`config.mk`:
```
export PLATFORM = sky130hd
export DESIGN_NAME = mc_ctrl
export DESIGN_NICKNAME = d
export VERILOG_FILES = /design/src/rtl/mc_ctrl.sv
export SDC_FILE = /design/constraint.sdc
export NUM_CORES = 1
export LEC_CHECK = 0
export CAP_MARGIN = 15
export CORE_AREA = 2 2 63 65
export DETAILED_ROUTE_END_ITERATION = 10
export DIE_AREA = 0 0 65 67
export GPL_TIMING_DRIVEN = 0
export SYNTH_ARGS = -nofsm -noshare
export SYNTH_HDL_FRONTEND = slang
export SYNTH_SLANG_ARGS = --single-unit
```
`constraint.sdc`:
```
create_clock -name clk_i -period 2.2 [get_ports clk_i]
set_input_delay 0.22 -clock clk_i [delete_from_list [all_inputs] [get_ports clk_i]]
set_output_delay 0.22 -clock clk_i [all_outputs]
set_load 0.01 [all_outputs]
```
`src/rtl/mc_ctrl.sv`:
```
// Multi-cycle control sequencer for the MIPS-subset datapath with a ready/timeout memory handshake.
// Optional feature: define MC_CTRL_JUMP_EN to decode opcode 0x02 into the JUMP state.
module mc_ctrl #(
  parameter int WAIT_MAX = 15
) (
  input  logic       clk_i,
  input  logic       rst_i,
  input  logic [5:0] opcode_i,
  input  logic       zero_i,
  input  logic       mem_ready_i,
  output logic       pc_en_o,
  output logic       iord_o,
  output logic       mem_read_o,
  output logic       mem_write_o,
  output logic       ir_write_o,
  output logic       memtoreg_o,
  output logic       reg_dst_o,
  output logic       reg_write_o,
  output logic       alu_src_a_o,
  output logic [1:0] alu_src_b_o,
  output logic [2:0] alu_op_o,
  output logic       zext_o,
  output logic [1:0] pc_src_o,
  output logic [3:0] state_o,
  output logic       err_o
);

  typedef enum logic [3:0] {
    S_FETCH     = 4'd0,
    S_DECODE    = 4'd1,
    S_MEM_ADDR  = 4'd2,
    S_MEM_READ  = 4'd3,
    S_MEM_WB    = 4'd4,
    S_MEM_WRITE = 4'd5,
    S_EXEC_R    = 4'd6,
    S_ALU_WB    = 4'd7,
    S_BRANCH    = 4'd8,
    S_JUMP      = 4'd9,
    S_EXEC_I    = 4'd10,
    S_I_WB      = 4'd11
  } state_e;

  localparam logic [7:0] WAIT_LAST = 8'(WAIT_MAX - 1);

  state_e     state_q, state_d;
  logic [7:0] wcnt_q, wcnt_d;
  logic [5:0] opc_q, opc_d;
  logic       rdy, req, tmo;

  // Ready is masked during reset so the held FETCH state cannot raise any write enable.
  always_comb begin
    rdy = mem_ready_i & rst_i;
    req = (state_q == S_FETCH) || (state_q == S_MEM_READ) || (state_q == S_MEM_WRITE);
    tmo = req && rst_i && !rdy && (wcnt_q == WAIT_LAST);
    wcnt_d = (req && !rdy && !tmo) ? wcnt_q + 8'd1 : 8'd0;
  end

  always_comb begin
    state_d     = state_q;
    opc_d       = opc_q;
    pc_en_o     = 1'b0;
    iord_o      = 1'b0;
    mem_read_o  = 1'b0;
    mem_write_o = 1'b0;
    ir_write_o  = 1'b0;
    memtoreg_o  = 1'b0;
    reg_dst_o   = 1'b0;
    reg_write_o = 1'b0;
    alu_src_a_o = 1'b0;
    alu_src_b_o = 2'b00;
    alu_op_o    = 3'b000;
    zext_o      = 1'b0;
    pc_src_o    = 2'b00;
    err_o       = 1'b0;
    case (state_q)
      S_FETCH: begin
        mem_read_o  = 1'b1;
        alu_src_b_o = 2'b01;
        if (rdy) begin
          ir_write_o = 1'b1;
          pc_en_o    = 1'b1;
          state_d    = S_DECODE;
        end else if (tmo) begin
          err_o = 1'b1;
        end
      end
      S_DECODE: begin
        alu_src_b_o = 2'b11;
        opc_d       = opcode_i;
        case (opcode_i)
          6'h00:               state_d = S_EXEC_R;
          6'h23, 6'h2B:        state_d = S_MEM_ADDR;
          6'h04, 6'h05:        state_d = S_BRANCH;
          6'h08, 6'h0A, 6'h0D: state_d = S_EXEC_I;
`ifdef MC_CTRL_JUMP_EN
          6'h02:               state_d = S_JUMP;
`endif
          default: begin
            err_o   = 1'b1;
            state_d = S_FETCH;
          end
        endcase
      end
      S_MEM_ADDR: begin
        alu_src_a_o = 1'b1;
        alu_src_b_o = 2'b10;
        state_d     = (opc_q == 6'h2B) ? S_MEM_WRITE : S_MEM_READ;
      end
      S_MEM_READ: begin
        mem_read_o = 1'b1;
        iord_o     = 1'b1;
        if (rdy)      state_d = S_MEM_WB;
        else if (tmo) begin
          err_o   = 1'b1;
          state_d = S_FETCH;
        end
      end
      S_MEM_WB: begin
        reg_write_o = 1'b1;
        memtoreg_o  = 1'b1;
        state_d     = S_FETCH;
      end
      S_MEM_WRITE: begin
        mem_write_o = 1'b1;
        iord_o      = 1'b1;
        if (rdy)      state_d = S_FETCH;
        else if (tmo) begin
          err_o   = 1'b1;
          state_d = S_FETCH;
        end
      end
      S_EXEC_R: begin
        alu_src_a_o = 1'b1;
        alu_op_o    = 3'b010;
        state_d     = S_ALU_WB;
      end
      S_ALU_WB: begin
        reg_write_o = 1'b1;
        reg_dst_o   = 1'b1;
        state_d     = S_FETCH;
      end
      S_EXEC_I: begin
        alu_src_a_o = 1'b1;
        alu_src_b_o = 2'b10;
        case (opc_q)
          6'h0A:   alu_op_o = 3'b011;
          6'h0D: begin
            alu_op_o = 3'b100;
            zext_o   = 1'b1;
          end
          default: alu_op_o = 3'b000;
        endcase
        state_d = S_I_WB;
      end
      S_I_WB: begin
        reg_write_o = 1'b1;
        state_d     = S_FETCH;
      end
      S_BRANCH: begin
        alu_src_a_o = 1'b1;
        alu_op_o    = 3'b001;
        pc_src_o    = 2'b01;
        pc_en_o     = (opc_q == 6'h05) ? !zero_i : zero_i;
        state_d     = S_FETCH;
      end
`ifdef MC_CTRL_JUMP_EN
      S_JUMP: begin
        pc_src_o = 2'b10;
        pc_en_o  = 1'b1;
        state_d  = S_FETCH;
      end
`endif
      default: state_d = S_FETCH;
    endcase
  end

  always_ff @(posedge clk_i or negedge rst_i) begin
    if (!rst_i) begin
      state_q <= S_FETCH;
      wcnt_q  <= 8'd0;
      opc_q   <= 6'd0;
    end else begin
      state_q <= state_d;
      wcnt_q  <= wcnt_d;
      opc_q   <= opc_d;
    end
  end

  assign state_o = state_q;

endmodule

```
==> impl_metrics.yaml <==
logic_synthesis:
  synth.area.top_cells: "dfrtp_1 37%, mux2_2 5.5%, nor2_1 4.9%"
  synthXorXnorAreaFrac_pct: 5.744
  yosys_warnings: 0
  synth_top_family_by_area: "simple AND/OR/NAND/NOR gates"
  synthMuxAreaShare_pct: 6.359
  ys_types: 43
  synthArstFlopShare_pct: 100.0
  syn-cell-area_um2: 1220
  netlist_instances: 137
  synth_top_area_share_pct: 36.92
  synthAdderAreaFrac_pct: 2.051
  ys_ff_latch: 18
  synth_compound_area_share_pct: 17.03
  synth_edf_count: 0
  syn_avg_cell_area_um2: 8.905
  synthSimpleGateAreaFrac_pct: 27.79
  postSynthNetCount: 149
  yosysSeqAreaShare_pct: 36.92
  ys.flop_type: "dfrtp_1"
  synth_largest_area_cell: "dfrtp_1"
die:
  ios: 32
  initial_core_util_pct: 33.83
  coreArea_um2: 3606
  die-height_um: 67
  die_width_um: 65
  die-area_um2: 4355
  rows: 22
drt:
  routed_via_density: 5.059
  dr_total_vias: 1123
  drc: 0
  drt_first_pass_iters: 4
  drtIter0Drc: 64
  wl_per_cell_um: 12.75
  routed_wl_um: 2830
  antenna_left: 0
clocking:
  cts_num_sinks: 18
  clockBufferDepth: 2
  clock_latency_ns: 0.25
  cts_tree: "built"
  clk_pin_slew_ns: 0.07
  htree_levels: 1
  root_buffer: "clkbuf_8"
  numCtsBuffers: 3
final_layout:
  fin_util_pct: 48.23
  layout-drive-gt1-share_pct: 18.97
  n_antenna_cell: 0
  postLayoutCellArea_um2: 1739
  final_nets: 187
  multi_input_area_um2: 788.3
  fillers: 356
  area_growth_pct: 42.56
  regArea_um2: 452.9
placement:
  place_congestion: 0.8257
  hpwl_um: 2201
  placement.io_buffers: 30
  dp_slack_ns: -0.9866
  place_area_um2: 1580
pwr:
  power_w: 0.001794
  powerDensity_nw_per_um2: 1031
  leakagePower_nw: 0.7536
  ir_worst_vdd_mv: 0.3946
status:
  status: "complete, no violations"
worst_setup_path:
  crit_start: "state_o[2]"
  slowest_delay_ns: 0.53
  cp-start-kind: "flop"
  critPathSlowestCell: "clkdlybuf4s50_1"
  critPathMaxFanout: 10
  worstPathCellList: "buf_6, inv_1, nand2_4, nor2_1, and3_1, clkdlybuf4s50_1"
  required_ns: 1.98
  reg2reg_from: "state_o[1]"
  arrival_ns: 1.89
  cp-end-kind: "primary output"
  critical_path_class: "flop to primary output"
sta:
  setup_violations: 0
  tns_ns: 0
  worstMarginPinSlew_ns: 0.7837
  fin_skew_ns: 0.001186
  post-route-min-period_ns: 2.113
  rsz0062_at_grt: "no"
  hold_viol_final: 0
  fin_ws_ns: 0.08705
  fin_crit_sh_pct: 96.04
  slew_violations: 0
  max_slew_margin_pct: 47.58
  max_freq_ghz: 0.4733
flow_run:
  maxCapViolCount: 0
grt:
  grt_pass1_wl_um: 4864
  grt_overflow: 0
  grt_pass1_vias: 1063
  grt_use_total_pct: 14.42
  grt_max_degree: 19
  grt_antenna_before_repair: 0
min_path:
  hp-start: "opc_q[1]"
  hold_class: "flop to flop"
## state kept, by name, summed over array words and instances, names as in the netlist
signal   cells
opc_q        6
wcnt_q       8
state_o      4
## where the power goes
group	leakage (nW)	total [W]	internal (W)	switching (W)
Combinational	0.495	0.000968	0.000509	0.000460
Clock	0.0288	0.000265	0.000159	0.000107
Sequential	0.229	0.000560	0.000430	0.000130
Total	0.754	0.00179	0.00110	0.000696
## stage by stage
| step | hold slack (ns) | cells |
|---|---|---|
| after global routing | 0.5610 | 222 |
| after floorplan | -0.07559 | 137 |
| after detailed placement | 0.5160 | 215 |
| final | 0.5274 | 222 |
| after global placement | 0.5018 | 215 |
| after CTS | 0.5315 | 222 |
## worst max-delay path: cells and delay by family (launching register included)
family / cells / cell delay (ns)
buf+inv: 3 / 0.82
flops: 1 / 0.45
simple gates: 3 / 0.37
## metal layers
layer  vias to the layer above  track usage, %  routed length, µm
li1                        568               -                  -
met1                       526           18.89               1335
met2                        27           23.71               1349
met3                         2           2.365                117
met4                         0           5.585                 27
met5                         -               0                  0
## final cells by class
class	count	share of cell area (%)
clock buffers	4	3.165
multi-input cells	108	45.32
flip-flops and latches	18	26.04
repair buffers	33	18.49
well taps	48	3.453
plain buffers	7	2.662
inverters	4	0.8633
## path summary, 6_finish.rpt
kind | endpoint | slack [ns] | cells past startpoint
max | zext_o | 0.09 | 6
min | opc_q[1] | 0.53 | 1
max reg2reg | state_o[2] | 0.53 | 5
min reg2reg | opc_q[1] | 0.53 | 1
max in group asynchronous | state_o[3] | 1.03 | 2
min in group asynchronous | wcnt_q[2] | 0.63 | 2
## cells by family (layout without fill, tap and decap cells)
group	Yosys count	count (layout)
xor gates and xnor gates	8	8
buffers and inverters	11	48
adders and majority gates	2	2
DFF	18	18
other	1	1
muxes	7	7
AOI/OAI and AO/OA	26	26
and+or+nand+nor	64	64
## synth_stat cells (all sizes together) (2+ instances only)
cell / number
a2111oi: 2
a211oi: 2
a21o: 3
a21oi: 7
and2: 2
and3: 4
buf: 2
clkbuf: 5
dfrtp: 18
ha: 2
inv: 4
mux2: 6
nand2: 7
nand2b: 7
nand3b: 5
nand4: 2
nor2: 17
nor2b: 2
nor3: 10
nor4: 2
o21ai: 2
o21ba: 2
or2: 2
xnor2: 2
xor2: 6
## cell usage in the layout, fill, tap and decap left out, types with 3 or more instances in the layout
cell type         n
and3_1            4
a21o_1            3
dfrtp_1          16
xor2_1            6
nor3_1            7
nor2_1           15
nand3b_1          5
clkdlybuf4s50_1  24
dlygate4sd2_1     3
nand2b_1          6
mux2_2            6
buf_4             3
clkbuf_8          4
inv_1             4
a21oi_1           7
nand2_1           6
## timing repair
action,in CTS,in global routing
setup buffers,2,0
resized for setup,21,16
pin swaps,2,2
hold buffers,1,0
hold endpoints to repair,18,0
setup endpoints to repair,23,7
Power figures use the tool's default switching activity.
